## src/rtl/freq_pkg.sv

```systemverilog
// Shared types and constants for the frequency-meter gate controller.
// The escala multiplier helper is only referenced when FREQ_GATE_ESCALA_EN is defined.
package freq_pkg;

  typedef enum logic [2:0] {
    IDLE     = 3'd0,
    LIMPA    = 3'd1,
    CONTA    = 3'd2,
    ESPERA   = 3'd3,
    REGISTRA = 3'd4
  } estado_t;

  typedef enum logic [1:0] {
    X1   = 2'd0,
    X10  = 2'd1,
    X100 = 2'd2
  } escala_t;

  localparam int unsigned MULT_X1   = 1;
  localparam int unsigned MULT_X10  = 10;
  localparam int unsigned MULT_X100 = 100;

  // Code 3 is unused and falls back to the base window.
  function automatic int unsigned escala_mult(input logic [1:0] esc);
    case (esc)
      X10:     return MULT_X10;
      X100:    return MULT_X100;
      default: return MULT_X1;
    endcase
  endfunction

endpackage

```

## src/rtl/freq_gate_ctrl_gate_timer.sv

```systemverilog
// Loadable down-counter used as the gate-window timer.
// The counter holds at zero, and the zero flag is taken straight from the count.
module gate_timer #(
  parameter int unsigned W = 4
) (
  input  logic         clk,
  input  logic         reset,
  input  logic         load,
  input  logic         dec,
  input  logic [W-1:0] load_val,
  output logic         zero
);

  logic [W-1:0] cnt_q;

  always_ff @(posedge clk) begin
    if (reset) begin
      cnt_q <= '0;
    end else if (load) begin
      cnt_q <= load_val;
    end else if (dec && (cnt_q != '0)) begin
      cnt_q <= cnt_q - W'(1);
    end
  end

  assign zero = (cnt_q == '0);

endmodule

```

## src/rtl/freq_gate_ctrl.sv

```systemverilog
// Gate controller feeding cont_BCD: clear, count gate, result-latch strobe.
// Optional FREQ_GATE_ESCALA_EN adds the escala input, which scales the gate window by 1, 10 or 100.
//
// state    | meaning
// IDLE     | waiting for liga
// LIMPA    | clear pulse to counter, gate timer loaded
// CONTA    | gate open, timer counting down
// ESPERA   | settle time after gate closes
// REGISTRA | result latch strobe, measurement count bumped
module freq_gate_ctrl
  import freq_pkg::*;
#(
  parameter int unsigned GATE_CYCLES   = 1000,
  parameter int unsigned SETTLE_CYCLES = 2,
  parameter int unsigned NMED_W        = 8
) (
  input  logic              clk,
  input  logic              reset,
  input  logic              liga,
`ifdef FREQ_GATE_ESCALA_EN
  input  logic [1:0]        escala,
`endif
  output logic              limp,
  output logic              hab,
  output logic              registra,
  output logic              ocupado,
  output logic [2:0]        estado,
  output logic [NMED_W-1:0] n_medidas
);

`ifdef FREQ_GATE_ESCALA_EN
  localparam int unsigned TMR_W = $clog2(100 * GATE_CYCLES + 1);
`else
  localparam int unsigned TMR_W = $clog2(GATE_CYCLES + 1);
`endif
  localparam int unsigned SET_W = $clog2(SETTLE_CYCLES + 1);

  estado_t            state_q, state_nx;
  logic               tmr_load, tmr_dec, tmr_zero;
  logic [TMR_W-1:0]   tmr_load_val;
  logic [SET_W-1:0]   settle_q;

  always_comb begin
`ifdef FREQ_GATE_ESCALA_EN
    tmr_load_val = TMR_W'(GATE_CYCLES * escala_mult(escala) - 1);
`else
    tmr_load_val = TMR_W'(GATE_CYCLES - 1);
`endif
  end

  gate_timer #(.W(TMR_W)) u_gate_timer (
    .clk      (clk),
    .reset    (reset),
    .load     (tmr_load),
    .dec      (tmr_dec),
    .load_val (tmr_load_val),
    .zero     (tmr_zero)
  );

  always_comb begin
    state_nx = state_q;
    tmr_load = 1'b0;
    tmr_dec  = 1'b0;
    case (state_q)
      IDLE: begin
        if (liga) state_nx = LIMPA;
      end
      LIMPA: begin
        tmr_load = 1'b1;
        state_nx = CONTA;
      end
      CONTA: begin
        if (tmr_zero) state_nx = ESPERA;
        else          tmr_dec  = 1'b1;
      end
      ESPERA: begin
        if (settle_q == '0) state_nx = REGISTRA;
      end
      REGISTRA: begin
        state_nx = liga ? LIMPA : IDLE;
      end
      default: state_nx = IDLE;
    endcase
  end

  // Outputs are decoded from the next state so the registered copy matches the state register.
  always_ff @(posedge clk) begin
    if (reset) begin
      state_q   <= IDLE;
      settle_q  <= '0;
      limp      <= 1'b0;
      hab       <= 1'b0;
      registra  <= 1'b0;
      ocupado   <= 1'b0;
      n_medidas <= '0;
    end else begin
      state_q  <= state_nx;
      settle_q <= (state_q == ESPERA) ? settle_q - SET_W'(1) : SET_W'(SETTLE_CYCLES - 1);
      limp     <= (state_nx == LIMPA);
      hab      <= (state_nx == CONTA);
      registra <= (state_nx == REGISTRA);
      ocupado  <= (state_nx != IDLE);
      if (state_nx == REGISTRA) n_medidas <= n_medidas + NMED_W'(1);
    end
  end

  assign estado = state_q;

endmodule

```

## config.mk

```make
export PLATFORM = sky130hd
export DESIGN_NAME = freq_gate_ctrl
export DESIGN_NICKNAME = d
export VERILOG_FILES = /design/src/rtl/freq_pkg.sv /design/src/rtl/freq_gate_ctrl_gate_timer.sv /design/src/rtl/freq_gate_ctrl.sv
export SDC_FILE = /design/constraint.sdc
export NUM_CORES = 1
export LEC_CHECK = 0
export BUFFER_PORTS_ARGS = -buffer_cell sky130_fd_sc_hd__clkbuf_2
export CORE_MARGIN = 10
export CORE_UTILIZATION = 30
export CTS_BUF_LIST = sky130_fd_sc_hd__clkbuf_8
export CTS_CLUSTER_SIZE = 24
export DETAILED_ROUTE_END_ITERATION = 7
export MAX_ROUTING_LAYER = met4
export PLACE_DENSITY_LB_ADDON = 0.15
export SETUP_SLACK_MARGIN = 0.02
export SYNTH_ARGS = -nofsm -noshare
export SYNTH_HDL_FRONTEND = slang
export SYNTH_SLANG_ARGS = --single-unit
```

## constraint.sdc

```tcl
create_clock -name clk -period 2.4 [get_ports clk]
set_clock_uncertainty 0.1 [all_clocks]
set_input_delay 0.24 -clock clk [delete_from_list [all_inputs] [get_ports clk]]
set_output_delay 0.24 -clock clk [all_outputs]
set_load 0.005 [all_outputs]
```

==> flow_metrics.tcl, run 1 <==
set metrics [dict create \
    postRouteAntennaNets 0 \
    period_minus_slack_ns 2.05 \
    period_share_pct 85.3 \
    cts.repair.resized 0 \
    via_per_inst 4.87 \
    clock.fmax_mhz 489 \
    drive_above_1_share_pct 19.0 \
    ys_seq_area_share_pct 44.1 \
    path_class "register to register" \
    required_ns 2.50 \
    place_inst 193 \
    portBuffers 17 \
    holdPathStages 3 \
    yosysTopAreaCell "dfxtp_1" \
    maxCapViolCount 0 \
    yosysTopAreaCellShare_pct 44.1 \
    fin_total_pwr_uw 985 \
    crit_path_max_fanout 3 \
    route.detailed.drc 0 \
    leakagePower_nw 0.550 \
    die_area_sq_um 7040 \
    insertion_delay_ns 0.27 \
    max-clock-path-buffers 2 \
    grt_max_degree 26 \
    numCtsBuffers 3 \
    cts_setup_buffers 0 \
    firstDrtPassIters 4 \
    insertedDiodeCount 0 \
    synth_area_leaders "dfxtp_1, nor2_1, a31oi_1" \
    synth_area_sq_um 1220 \
    antenna_found_initial 0 \
    tns_ns 0 \
    yosys_warnings 0 \
    synth_cells 132 \
    hold_path.class "input pin to register" \
    nets 154 \
    track_usage_pct 7.55 \
    ys_ff_latch 27 \
    start_util_pct 30.8 \
    grt_pass1_wl_mm 4.46 \
    rsz0062_at_grt "no" \
    slew_viol_final 0 \
    slew_headroom_pct 65.9 \
    path_clk_slew_ns 0.09 \
    worstPathArrival_ns 2.14 \
    mostFrequentLayoutCell "dfxtp_1" \
    dr_total_vias 959 \
    worstMarginPinSlew_ns 0.511 \
    outcome "finished, final reports clean" \
    final_core_util_pct 35.1 \
    r2r_cells 6 \
    hold_viol 0 \
    syn-num-nets 138 \
    die_w_microns 83.9 \
    r2r_slack_ns 0.35 \
    cts_hold_buf 0 \
    synth_area_per_cell_sq_um 9.28 \
    wl_per_cell_microns 12.5 \
    synth_edf_count 0 \
    gp_congestion 0.695 \
    start_kind "register" \
    final_cell_mix "dfxtp_1, clkbuf_2, nor2_1" \
    async_reset_ff_share_pct 0 \
    cts.sink_count 27 \
    num_rows 23 \
    first_iter_violations 36 \
    htreeDepth 1 \
    clock-root-buffer "clkbuf_8" \
    grt_remaining_overflow 0 \
    yosys_most_used_dff "dfxtp_1" \
    powerDensity_nw_per_um2 706 \
    pin_count 18 \
    ir_worst_vdd_mv 0.486 \
    area_delta_synth_final_pct 13.9 \
    wl_mm 2.46 \
    die_y_microns 83.9 \
    grt_pass1_vias 977 \
    hpwlAfterDp_mm 1.82 \
    stdcell_count 197 \
    cp-end-kind "register" \
    coreArea_sq_um 3970 \
    cts_tree "built" \
    synth_cell_types 39 \
    final-setup-viol-count 0 \
]
[sequential cells by signal (all words and copies together) (netlist names)]
register and cells:
n_medidas 8, limp 1, u_gate_timer.cnt_q 10, hab 1
estado 3, ocupado 1, registra 1, settle_q 2
[cell usage after synthesis (all sizes together), types with 3 or more instances]
cell type,n
nand2,4
nand4,3
nor2,15
xor2,4
ha,3
a21oi,6
nand2b,4
or3,4
clkbuf,6
xnor2,4
inv,7
dfxtp,27
o21ai,3
o31ai,5
or4,5
a31oi,6
[layer usage]
metal / global-route usage [%] / vias to the layer above / routed length [microns]
met4: 1.37 / 0 / 18
met1: 8.33 / 442 / 1180
li1: - / 504 / -
met2: 12.7 / 11 / 1160
met5: - / - / 0
met3: 2.93 / 2 / 99
[per-stage QoR]
step                hold slack [ns]  area (sq um)  setup slack, ns
detailed placement            0.346          1350            0.372
global route                  0.104          1400            0.174
CTS                           0.100          1400            0.342
global placement              0.343          1350            0.429
floorplan                     0.297          1220            0.374
finish                        0.108          1400            0.354
[worst paths after layout]
path                                                         start                            endpoint
worst max-delay path            u_gate_timer.cnt_q[0]$_SDFFE_PP0P_  u_gate_timer.cnt_q[1]$_SDFFE_PP0P_
worst min-delay path                                          liga                     limp$_SDFF_PP0_
worst max register to register  u_gate_timer.cnt_q[0]$_SDFFE_PP0P_  u_gate_timer.cnt_q[1]$_SDFFE_PP0P_
worst min register to register              settle_q[0]$_SDFF_PP0_              settle_q[0]$_SDFF_PP0_
[report_power, final]
group / switching [mW] / internal [mW] / total [mW]
clock: 0.135 / 0.115 / 0.250
sequential: 0.0381 / 0.485 / 0.523
combinational: 0.120 / 0.0921 / 0.212
[worst max-delay path: stages, from the launching register on]
cell,delay (ns)
dfxtp_1,0.32
inv_1,0.08
ha_1,0.19
or4b_1,0.57
o31ai_4,0.24
mux2_1,0.34
a21oi_1,0.14
[cell families (layout without fill, tap and decap cells)]
group,Yosys count,after routing,synth area share (%)
adder cells (fa/ha/maj),3,3,3.06
flip-flops,27,27,44.1
multiplexers,1,1,0.919
buffers and inverters,15,30,5.21
AO/OA/AOI/OAI,26,26,16.2
XOR/XNOR,8,8,5.72
AND/OR/NAND/NOR,52,52,24.7
[area by class of cell]
class                           instances  area [sq um]
Clock buffer                            3          41.3
Clock inverter                          1          3.75
Fill cell                             429          2580
Inverter                                7          26.3
Multi-Input combinational cell         90           621
Sequential cell                        27           541
Tap cell                               50          62.6
Timing Repair Buffer                   19           100
(Power assumes the default switching activity.)
==> run 2: changes to the inputs <==
PLACE_DENSITY = 0.57   (was not set)
PLACE_DENSITY_LB_ADDON = not set   (was 0.15)
==> run 2 against run 1 <==
Effect of this change: sequential share of layout area grew 0.32 points; register-to-register slack lost 0.14 ns; via count grew 0.83%; total power grew 1.8%; sequential cell count is the same.
==> flow_metrics.tcl, run 2 (synthesis results as in run 1) <==
set metrics [dict create \
    worstMarginPinSlew_ns 0.521 \
    htreeDepth 1 \
    cts.repair.resized 0 \
    cts_hold_buf 0 \
    wl_per_cell_microns 12.6 \
    dr_total_vias 967 \
    place_ws_ns 0.221 \
    maxCapViolCount 0 \
    die_area_sq_um 7040 \
    path_clk_slew_ns 0.10 \
    cts_tree "built" \
    placed_area_sq_um 1340 \
    ir_worst_vdd_mv 0.193 \
    leakagePower_nw 0.535 \
    grt_pass1_vias 922 \
    grt_remaining_overflow 0 \
    switching_share_pct 31.2 \
    powerDensity_nw_per_um2 725 \
    required_ns 2.51 \
    portBuffers 17 \
    route.detailed.drc 0 \
    coreArea_sq_um 3970 \
    final_cell_mix "dfxtp_1, clkbuf_2, nor2_1" \
    hold_viol 0 \
    largest_reg_flops 10 \
    first_iter_violations 61 \
    fin_area_sq_um 1380 \
    r2r_cells 6 \
    track_usage_pct 7.28 \
    tns_ns 0 \
    die_y_microns 83.9 \
    r2r-end "u_gate_timer.cnt_q[1]$_SDFFE_PP0P_" \
    r2r_slack_ns 0.21 \
    nets 152 \
    p_clk_share_pct 26.7 \
    insertedDiodeCount 0 \
    clock-root-buffer "clkbuf_8" \
    cp-endpoint "u_gate_timer.cnt_q[1]$_SDFFE_PP0P_" \
    wl_mm 2.45 \
    num_rows 23 \
    start_kind "register" \
    slew_viol_final 0 \
    worstReg2RegStart "u_gate_timer.cnt_q[0]$_SDFFE_PP0P_" \
    cts_setup_buffers 0 \
    worstPathArrival_ns 2.30 \
    num-fill-cells 423 \
    cts.sink_count 27 \
    final-setup-viol-count 0 \
    rsz0062_at_grt "no" \
    die_w_microns 83.9 \
    hold_path.class "input pin to register" \
    pwr-share-comb_pct 20.9 \
    antenna_found_initial 0 \
    grt_pass1_wl_mm 4.28 \
    startpoint "u_gate_timer.cnt_q[0]$_SDFFE_PP0P_" \
    regMostFlops "u_gate_timer.cnt_q" \
    postRouteAntennaNets 0 \
    period_minus_slack_ns 2.19 \
    crit_path_max_fanout 7 \
    outcome "finished, final reports clean" \
    holdWs_ns 0.114 \
    via_per_inst 4.96 \
    mostFrequentLayoutCell "dfxtp_1" \
    fin_ws_ns 0.210 \
    slew_headroom_pct 65.3 \
    seqPwrFrac_pct 52.4 \
    pin_count 18 \
    firstDrtPassIters 4 \
    hpwlAfterDp_mm 1.79 \
    max-clock-path-buffers 2 \
    path_class "register to register" \
    place_inst 191 \
    drive_above_1_share_pct 18.6 \
    period_share_pct 91.2 \
    switchingPower_uw 313 \
    cp-end-kind "register" \
    internal_power_uw 690 \
    clock.fmax_mhz 457 \
    start_util_pct 30.8 \
    grt_max_degree 26 \
    gp_congestion 0.786 \
    insertion_delay_ns 0.28 \
    numCtsBuffers 3 \
    stdcell_count 195 \
    area_delta_synth_final_pct 13.0 \
]
==> run 2: changes by cell type in the layout (fill, tap and decap cells not counted), sizes merged <==
cell,delta
buf,-2
inv,-1
clkinvlp,+1
==> run 2: worst min path at each step <==
stage / from / end / slack [ns] / cells after the start
floorplan: liga / limp$_SDFF_PP0_ / 0.30 / 2
global placement: settle_q[0]$_SDFF_PP0_ / settle_q[0]$_SDFF_PP0_ / 0.34 / 1
detailed placement: settle_q[0]$_SDFF_PP0_ / settle_q[0]$_SDFF_PP0_ / 0.36 / 1
CTS: liga / limp$_SDFF_PP0_ / 0.11 / 3
global route: liga / limp$_SDFF_PP0_ / 0.14 / 3
finish: liga / limp$_SDFF_PP0_ / 0.11 / 3
==> run 2: critical path, stage by stage, from the launching register on <==
cell and delay (ns):
dfxtp_1 0.32, inv_1 0.09, ha_1 0.19, or4b_1 0.57
o31ai_4 0.36, mux2_1 0.36, a21oi_1 0.13
==> run 2: metal layers <==
layer  vias up  GRT usage (%)  part of all wire, %
met1       444           9.00                   51
met5         -              -                    0
met2        19           11.1                   44
met3         5          0.977                  2.3
met4         0           4.11                  2.4
li1        499              -                    -
==> run 2: power by group through the flow <==
stage | clock [mW] | sequential, mW | combinational [mW]
final | 0.268 | 0.526 | 0.209
after floorplan | 0 | 0.521 | 0.188
after global routing | 0.289 | 0.533 | 0.234
after CTS | 0.274 | 0.525 | 0.210
after global placement | 0 | 0.533 | 0.200
after detailed placement | 0 | 0.535 | 0.210
==> run 2: area by class of cell <==
| class | count | area [sq um] | area share [%] |
|---|---|---|---|
| clock buffers | 3 | 41.3 | 2.98 |
| clock inverters | 1 | 7.51 | 0.542 |
| inverters | 7 | 26.3 | 1.90 |
| multi-input cells | 90 | 621 | 44.8 |
| flip-flops and latches | 27 | 541 | 39.1 |
| well taps | 50 | 62.6 | 4.52 |
| repair buffers | 17 | 85.1 | 6.15 |
==> run 2: through the flow <==
step	utilization [%]	power [mW]
floorplan	-	0.709
global placement	33.6	0.733
detailed placement	33.6	0.745
CTS	34.8	1.01
global route	34.8	1.06
finish	34.8	1.00
